## config.mk

```make
export PLATFORM = sky130hd
export DESIGN_NAME = mmio_bridge_flat
export DESIGN_NICKNAME = d
export VERILOG_FILES = /design/src/rtl/mmio_bridge_if.sv /design/src/rtl/mmio_bridge.sv /design/src/flat_wrapper.sv
export SDC_FILE = /design/constraint.sdc
export NUM_CORES = 1
export LEC_CHECK = 0
export BUFFER_PORTS_ARGS = -buffer_cell sky130_fd_sc_hd__buf_2
export CORE_AREA = 2 2 136 138
export CTS_CLUSTER_DIAMETER = 40
export DETAILED_ROUTE_END_ITERATION = 7
export DIE_AREA = 0 0 138 140
export GPL_TIMING_DRIVEN = 0
export PLACE_DENSITY_LB_ADDON = 0.12
export SYNTH_ARGS = -nofsm -noshare
export SYNTH_HDL_FRONTEND = slang
export SYNTH_SLANG_ARGS = --single-unit
```

## constraint.sdc

```tcl
create_clock -name clk -period 2.16 [get_ports clk]
set_input_delay 0.108 -clock clk [delete_from_list [all_inputs] [get_ports clk]]
set_output_delay 0.108 -clock clk [all_outputs]
set_load 0.02 [all_outputs]
```

## src/rtl/mmio_bridge_if.sv

```systemverilog
// Processor-side and slave-side bus bundle for the MMIO bridge.
// The bridge takes the slave modport; the environment takes master.
interface mmio_if #(
  parameter int NSLV = 3
);
  logic              p_req;
  logic [31:0]       p_addr;
  logic [3:0]        p_byteen;
  logic [31:0]       p_wdata;
  logic [31:0]       p_pc;
  logic [31:0]       p_rdata;
  logic              p_ready;
  logic              p_stall;
  logic [4:0]        p_exc;
  logic              s_req;
  logic [NSLV-1:0]   s_sel;
  logic [31:0]       s_addr;
  logic [3:0]        s_byteen;
  logic [31:0]       s_wdata;
  logic [31:0]       s_pc;
  logic [NSLV-1:0]   s_ack;
  logic [NSLV*32-1:0] s_rdata;

  modport master (
    output p_req, p_addr, p_byteen, p_wdata, p_pc,
    output s_ack, s_rdata,
    input  p_rdata, p_ready, p_stall, p_exc,
    input  s_req, s_sel, s_addr, s_byteen, s_wdata, s_pc
  );

  modport slave (
    input  p_req, p_addr, p_byteen, p_wdata, p_pc,
    input  s_ack, s_rdata,
    output p_rdata, p_ready, p_stall, p_exc,
    output s_req, s_sel, s_addr, s_byteen, s_wdata, s_pc
  );
endinterface

```

## src/rtl/mmio_bridge.sv

```systemverilog
// MMIO bridge: decodes a processor access onto one of NSLV slaves,
// waits for the slave ack with a timeout, then pulses p_ready once.
module mmio_bridge #(
  parameter int NSLV = 3,
  parameter logic [NSLV*32-1:0] BASE_VEC =
    {32'h7F10, 32'h7F00, 32'h0000},
  parameter logic [NSLV*32-1:0] MASK_VEC =
    {32'hFFFF_FFF0, 32'hFFFF_FFF0, 32'hFFFF_C000},
  parameter logic [NSLV-1:0] WORD_ONLY = 3'b110,
  parameter int TMO = 15
) (
  input logic clk,
  input logic reset,
  mmio_if.slave bus
);

  typedef enum logic [1:0] {
    IDLE = 2'd0,
    BUSY = 2'd1,
    DONE = 2'd2
  } state_e;

  localparam logic [4:0] EXC_NONE = 5'd0;
  localparam logic [4:0] EXC_ADEL = 5'd4;
  localparam logic [4:0] EXC_ADES = 5'd5;
  localparam logic [7:0] TMO_LAST = 8'(TMO - 1);

  state_e            state_q, state_d;
  logic [7:0]        cnt_q, cnt_d;
  logic [31:0]       addr_q, addr_d;
  logic [3:0]        be_q, be_d;
  logic [31:0]       wdata_q, wdata_d;
  logic [31:0]       pc_q, pc_d;
  logic [NSLV-1:0]   sel_q, sel_d;
  logic [31:0]       rdata_q, rdata_d;
  logic [4:0]        exc_q, exc_d;

  logic [NSLV-1:0]   hit_oh;
  logic              is_wr;
  logic              mis;
  logic              fault;
  logic              ack_hit;
  logic [31:0]       rd_mux;

  // Walk from the top so the lowest matching index is left standing.
  always_comb begin
    hit_oh = '0;
    for (int i = NSLV - 1; i >= 0; i--) begin
      if ((bus.p_addr & MASK_VEC[i*32 +: 32]) == BASE_VEC[i*32 +: 32]) begin
        hit_oh    = '0;
        hit_oh[i] = 1'b1;
      end
    end
  end

  assign is_wr = |bus.p_byteen;
  assign mis   = |bus.p_addr[1:0];

  assign fault = ~|hit_oh
               | (is_wr & mis & (bus.p_byteen == 4'hF))
               | (is_wr & |(hit_oh & WORD_ONLY) & (bus.p_byteen != 4'hF))
               | (~is_wr & mis);

  assign ack_hit = |(bus.s_ack & sel_q);

  always_comb begin
    rd_mux = '0;
    for (int i = 0; i < NSLV; i++) begin
      if (sel_q[i]) rd_mux = rd_mux | bus.s_rdata[i*32 +: 32];
    end
  end

  always_comb begin
    state_d = state_q;
    cnt_d   = cnt_q;
    addr_d  = addr_q;
    be_d    = be_q;
    wdata_d = wdata_q;
    pc_d    = pc_q;
    sel_d   = sel_q;
    rdata_d = rdata_q;
    exc_d   = exc_q;
    unique case (state_q)
      IDLE: begin
        if (bus.p_req) begin
          rdata_d = '0;
          if (fault) begin
            exc_d   = is_wr ? EXC_ADES : EXC_ADEL;
            state_d = DONE;
          end else begin
            addr_d  = bus.p_addr;
            be_d    = bus.p_byteen;
            wdata_d = bus.p_wdata;
            pc_d    = bus.p_pc;
            sel_d   = hit_oh;
            cnt_d   = '0;
            exc_d   = EXC_NONE;
            state_d = BUSY;
          end
        end
      end
      BUSY: begin
        // An ack on the final allowed cycle still completes normally.
        if (ack_hit) begin
          exc_d   = EXC_NONE;
          rdata_d = (|be_q) ? 32'h0 : rd_mux;
          state_d = DONE;
        end else if (cnt_q == TMO_LAST) begin
          exc_d   = (|be_q) ? EXC_ADES : EXC_ADEL;
          rdata_d = '0;
          state_d = DONE;
        end else begin
          cnt_d = cnt_q + 8'd1;
        end
      end
      DONE: begin
        state_d = IDLE;
      end
      default: begin
        state_d = IDLE;
      end
    endcase
  end

  always_ff @(posedge clk) begin
    if (!reset) begin
      state_q <= IDLE;
      cnt_q   <= '0;
      addr_q  <= '0;
      be_q    <= '0;
      wdata_q <= '0;
      pc_q    <= '0;
      sel_q   <= '0;
      rdata_q <= '0;
      exc_q   <= '0;
    end else begin
      state_q <= state_d;
      cnt_q   <= cnt_d;
      addr_q  <= addr_d;
      be_q    <= be_d;
      wdata_q <= wdata_d;
      pc_q    <= pc_d;
      sel_q   <= sel_d;
      rdata_q <= rdata_d;
      exc_q   <= exc_d;
    end
  end

  assign bus.s_req    = (state_q == BUSY);
  assign bus.s_sel    = (state_q == BUSY) ? sel_q : '0;
  assign bus.s_addr   = addr_q;
  assign bus.s_byteen = be_q;
  assign bus.s_wdata  = wdata_q;
  assign bus.s_pc     = pc_q;
  assign bus.p_ready  = (state_q == DONE);
  assign bus.p_exc    = (state_q == DONE) ? exc_q : EXC_NONE;
  assign bus.p_rdata  = (state_q == DONE) ? rdata_q : 32'h0;
  assign bus.p_stall  = ((state_q == IDLE) & bus.p_req) | (state_q == BUSY);

endmodule

```

## src/flat_wrapper.sv

```systemverilog
// flat-port wrapper written by rule: the top's interface ports become plain ports
module mmio_bridge_flat 
#(
  parameter int NSLV = 3,
  parameter logic [NSLV*32-1:0] BASE_VEC =
    {32'h7F10, 32'h7F00, 32'h0000},
  parameter logic [NSLV*32-1:0] MASK_VEC =
    {32'hFFFF_FFF0, 32'hFFFF_FFF0, 32'hFFFF_C000},
  parameter logic [NSLV-1:0] WORD_ONLY = 3'b110,
  parameter int TMO = 15
)
  (clk, reset, bus_p_req, bus_p_addr, bus_p_byteen, bus_p_wdata, bus_p_pc, bus_s_ack, bus_s_rdata, bus_p_rdata, bus_p_ready, bus_p_stall, bus_p_exc, bus_s_req, bus_s_sel, bus_s_addr, bus_s_byteen, bus_s_wdata, bus_s_pc);
  mmio_if #(.NSLV(NSLV)) bus_i ();
  input logic clk;
  input logic reset;
  input wire logic [$bits(bus_i.p_req)-1:0] bus_p_req;
  input wire logic [$bits(bus_i.p_addr)-1:0] bus_p_addr;
  input wire logic [$bits(bus_i.p_byteen)-1:0] bus_p_byteen;
  input wire logic [$bits(bus_i.p_wdata)-1:0] bus_p_wdata;
  input wire logic [$bits(bus_i.p_pc)-1:0] bus_p_pc;
  input wire logic [$bits(bus_i.s_ack)-1:0] bus_s_ack;
  input wire logic [$bits(bus_i.s_rdata)-1:0] bus_s_rdata;
  output wire logic [$bits(bus_i.p_rdata)-1:0] bus_p_rdata;
  output wire logic [$bits(bus_i.p_ready)-1:0] bus_p_ready;
  output wire logic [$bits(bus_i.p_stall)-1:0] bus_p_stall;
  output wire logic [$bits(bus_i.p_exc)-1:0] bus_p_exc;
  output wire logic [$bits(bus_i.s_req)-1:0] bus_s_req;
  output wire logic [$bits(bus_i.s_sel)-1:0] bus_s_sel;
  output wire logic [$bits(bus_i.s_addr)-1:0] bus_s_addr;
  output wire logic [$bits(bus_i.s_byteen)-1:0] bus_s_byteen;
  output wire logic [$bits(bus_i.s_wdata)-1:0] bus_s_wdata;
  output wire logic [$bits(bus_i.s_pc)-1:0] bus_s_pc;
  assign bus_i.p_req = bus_p_req;
  assign bus_i.p_addr = bus_p_addr;
  assign bus_i.p_byteen = bus_p_byteen;
  assign bus_i.p_wdata = bus_p_wdata;
  assign bus_i.p_pc = bus_p_pc;
  assign bus_i.s_ack = bus_s_ack;
  assign bus_i.s_rdata = bus_s_rdata;
  assign bus_p_rdata = bus_i.p_rdata;
  assign bus_p_ready = bus_i.p_ready;
  assign bus_p_stall = bus_i.p_stall;
  assign bus_p_exc = bus_i.p_exc;
  assign bus_s_req = bus_i.s_req;
  assign bus_s_sel = bus_i.s_sel;
  assign bus_s_addr = bus_i.s_addr;
  assign bus_s_byteen = bus_i.s_byteen;
  assign bus_s_wdata = bus_i.s_wdata;
  assign bus_s_pc = bus_i.s_pc;
  mmio_bridge #(.NSLV(NSLV), .BASE_VEC(BASE_VEC), .MASK_VEC(MASK_VEC), .WORD_ONLY(WORD_ONLY), .TMO(TMO)) u_core (.clk(clk), .reset(reset), .bus(bus_i));
endmodule
```

==> run summary <==
Leak Pwr: 4.49 nW
Core area: 0.0178 mm^2
Placer Congestion: 0.827
CTS tree: built
Main combinational cell family by area after synthesis: simple AND/OR/NAND/NOR gates
Power density cells: 614 mW/mm^2
Final min period: 2090 ps
Xor and xnor area share after synthesis: 0
Register bit total from synthesis: 147
Clock buffer count from CTS: 17
CTS Root Cell: clkbuf_16
Placed Area: 0.00857 mm^2
Clk_skew: 12.0 ps
H-tree depth: 4
First drt pass iteration count: 7
Largest net degree at the start of global routing: 17
End point of the critical path: u_core.exc_q[2]
CP startpoint kind: register
Drt via density: 4.79
Via Count: 6838
Final hold vios: 0
Adder-cell share of the synthesized area: 0.00381
Setup Viol. Count Final: 0
Pre-CTS setup slack: -248 ps
Max Cap Viol: 0
Post-synthesis compound-gate area fraction: 0.102
Initial Util: 0.370
Max Freq: 479 MHz
Antenna Nets Post-Route: 0
CP Launch Point: u_core.cnt_q[7]
Ports: 345
Mapped cell area: 0.00657 mm^2
Die Span X: 138 um
Ys flop type: dfxtp_1
Most instantiated cells after synthesis: 211 x nand2_1, 147 x dfxtp_1, 88 x mux2i_1, 50 x clkbuf_1, 38 x and2_1
# fillers: 1688
DR WL/cell: 15.5 um
Status: complete, no violations
Data required, critical path: 2470 ps
YS warnings: 0
Final Cycle Share: 0.967
Crit path arrival time: 2400 ps
Slew @ Worst Pin: 663 ps
Hold Path Class: input pin to register
HPWL Detailed: 16200 um
Worst reg2reg path depth: 6
Critical path peak fanout: 8
Multi-input gate area: 0.00324 mm^2
First-pass GRT wire length: 34700 um
Grt ovf: 0
Port Buf Inserts: 340
Reg area: 0.00295 mm^2
CTS max path bufs: 2
Fraction of registers with async set/reset: 0
CP Capture Type: register
Post-route setup slack: 72.0 ps
Nets: 1386
Top-count cell post-synth: nand2_1
Row count: 49
Peak supply drop: 0.528 mV
Overall Power: 6.15 mW
Die area: 0.0193 mm^2
Post-Route WL: 22200 um
Initial antenna violation count: 3
Relative slew slack: 0.554
Synth area leader: dfxtp_1
Detailed router's first-iteration violation count: 472
Number of post-CTS setup repair buffers: 0
Critical path class: register to register
Clock Latency Late Sink: 420 ps
DRC Markers: 0
Reg-to-reg setup timing slack: 70 ps
Total GRT Usage: 0.222
Die H: 140 um
Layout cell share with drive strength beyond 1: 0.369
Post-synthesis mux area share: 0.136
Main area contributors after synthesis: dfxtp_1 45%, mux2i_1 13%, nand2_1 12%
R2R Path Start: u_core.cnt_q[7]
Simple-gate portion of the synthesized area: 0.248
Share of the synthesized area in the top cell type: 0.448
Number of global-route vias before repair: 6733
Post-synthesis cell type count: 42
Sequential area share after synthesis: 0.448
Layout area overhead: 52.2%
TritonCTS sink count: 147
RR Endpoint: u_core.exc_q[2]
Syn avg cell area: 8.87 um^2
Post-synth EDFFs: 0
Final Cell Area: 0.0100 mm^2
Slew Viols, Final: 0
Clock slew at reported path FFs: 60 ps
RSZ-0062 raised after global routing: no
Synth Instances: 741
-- area by class of cell --
type,count,share of cell area
repair buffers,423,0.253
clock inverters,14,0.0141
plain buffers,62,0.0393
flip-flops and latches,147,0.295
inverters,4,0.00150
well taps,229,0.0286
multi-input cells,527,0.324
clock buffers,18,0.0439
diodes,3,0.000750
-- worst min-delay path by stage --
stage / from / to / slack [ps] / depth (start not counted)
floorplan: bus_p_addr[0] / u_core.bus.s_addr[0] / 250 / 2
global placement: bus_p_wdata[24] / u_core.bus.s_wdata[24] / 360 / 3
detailed placement: bus_p_pc[8] / u_core.bus.s_pc[8] / 360 / 3
CTS: bus_p_req / u_core.state_q[1] / 2 / 3
global route: bus_p_req / u_core.state_q[1] / 30 / 3
finish: bus_p_req / u_core.state_q[1] / 30 / 3
-- what timing repair did --
action | CTS | global route
endpoints found under the setup margin | 45 | 117
resized for setup | 5 | 15
hold buffers | 83 | 0
hold endpoints to repair | 84 | 0
-- cell families after synthesis --
kind of cell,after synthesis
compound gates,87
fa+ha+maj,2
buf+inv,69
flops,147
mux,89
other cells,1
simple gates,346
-- worst max-delay path: stages, from the launching register on --
cell	delay [ps]
dfxtp_1	330
or4_1	510
o21a_2	270
a211o_1	310
buf_6	140
nor2b_4	130
a2111oi_4	300
-- report_power, final --
| part | internal [mW] | leakage, nW | total (mW) | switching [mW] |
|---|---|---|---|---|
| Combinational | 0.282 | 3.02 | 0.514 | 0.232 |
| Clock | 1.65 | 0.278 | 2.91 | 1.26 |
| Sequential | 2.71 | 1.19 | 2.72 | 0.00337 |
-- through the flow --
step	hold WS, ps	cells	TNS, ps	utilization
after floorplan	250	743	0	-
after global placement	357	1312	-8020	0.482
after detailed placement	361	1312	-8010	0.482
after CTS	2.17	1424	0	0.561
after global routing	33.5	1427	0	0.563
final	25.3	1427	0	0.563
-- sequential cells by signal, indices dropped and copies added (netlist names) --
| register | flops |
|---|---|
| u_core.state_q | 2 |
| u_core.bus.s_addr | 32 |
| u_core.bus.s_wdata | 32 |
| u_core.sel_q | 3 |
| u_core.bus.s_byteen | 4 |
| u_core.bus.s_pc | 32 |
| u_core.cnt_q | 8 |
| u_core.rdata_q | 32 |
| u_core.exc_q | 2 |
-- routing by layer --
| metal | GRT usage | vias up | share of wire |
|---|---|---|---|
| met5 | 0 | - | 0 |
| met4 | 0.0784 | 0 | 0.020 |
| met3 | 0.0732 | 25 | 0.072 |
| met2 | 0.382 | 243 | 0.49 |
| met1 | 0.259 | 3134 | 0.42 |
| li1 | - | 3436 | - |
-- layout by cell type (no fill, tap or decap), types with 2 or more instances in the layout --
cell type	n
a211o_1	2
buf_12	7
a21oi_1	36
diode_2	3
and3_1	18
clkbuf_16	17
dfxtp_1	143
nor3b_1	4
inv_1	3
buf_2	344
nor4_2	3
inv_6	5
o22ai_1	8
clkinvlp_4	3
ha_1	2
buf_4	5
or2_2	33
inv_8	2
clkinv_4	2
o32ai_1	2
mux2i_1	88
dlygate4sd3_1	83
a222oi_1	33
clkbuf_2	3
nand2b_1	2
nor2_1	9
conb_1	3
nand2_1	211
nand3_1	14
dfxtp_2	4
and2_1	38
nor4_1	3
nand4_1	3
clkbuf_1	41
Note: power is estimated with default switching activity, not from simulation.
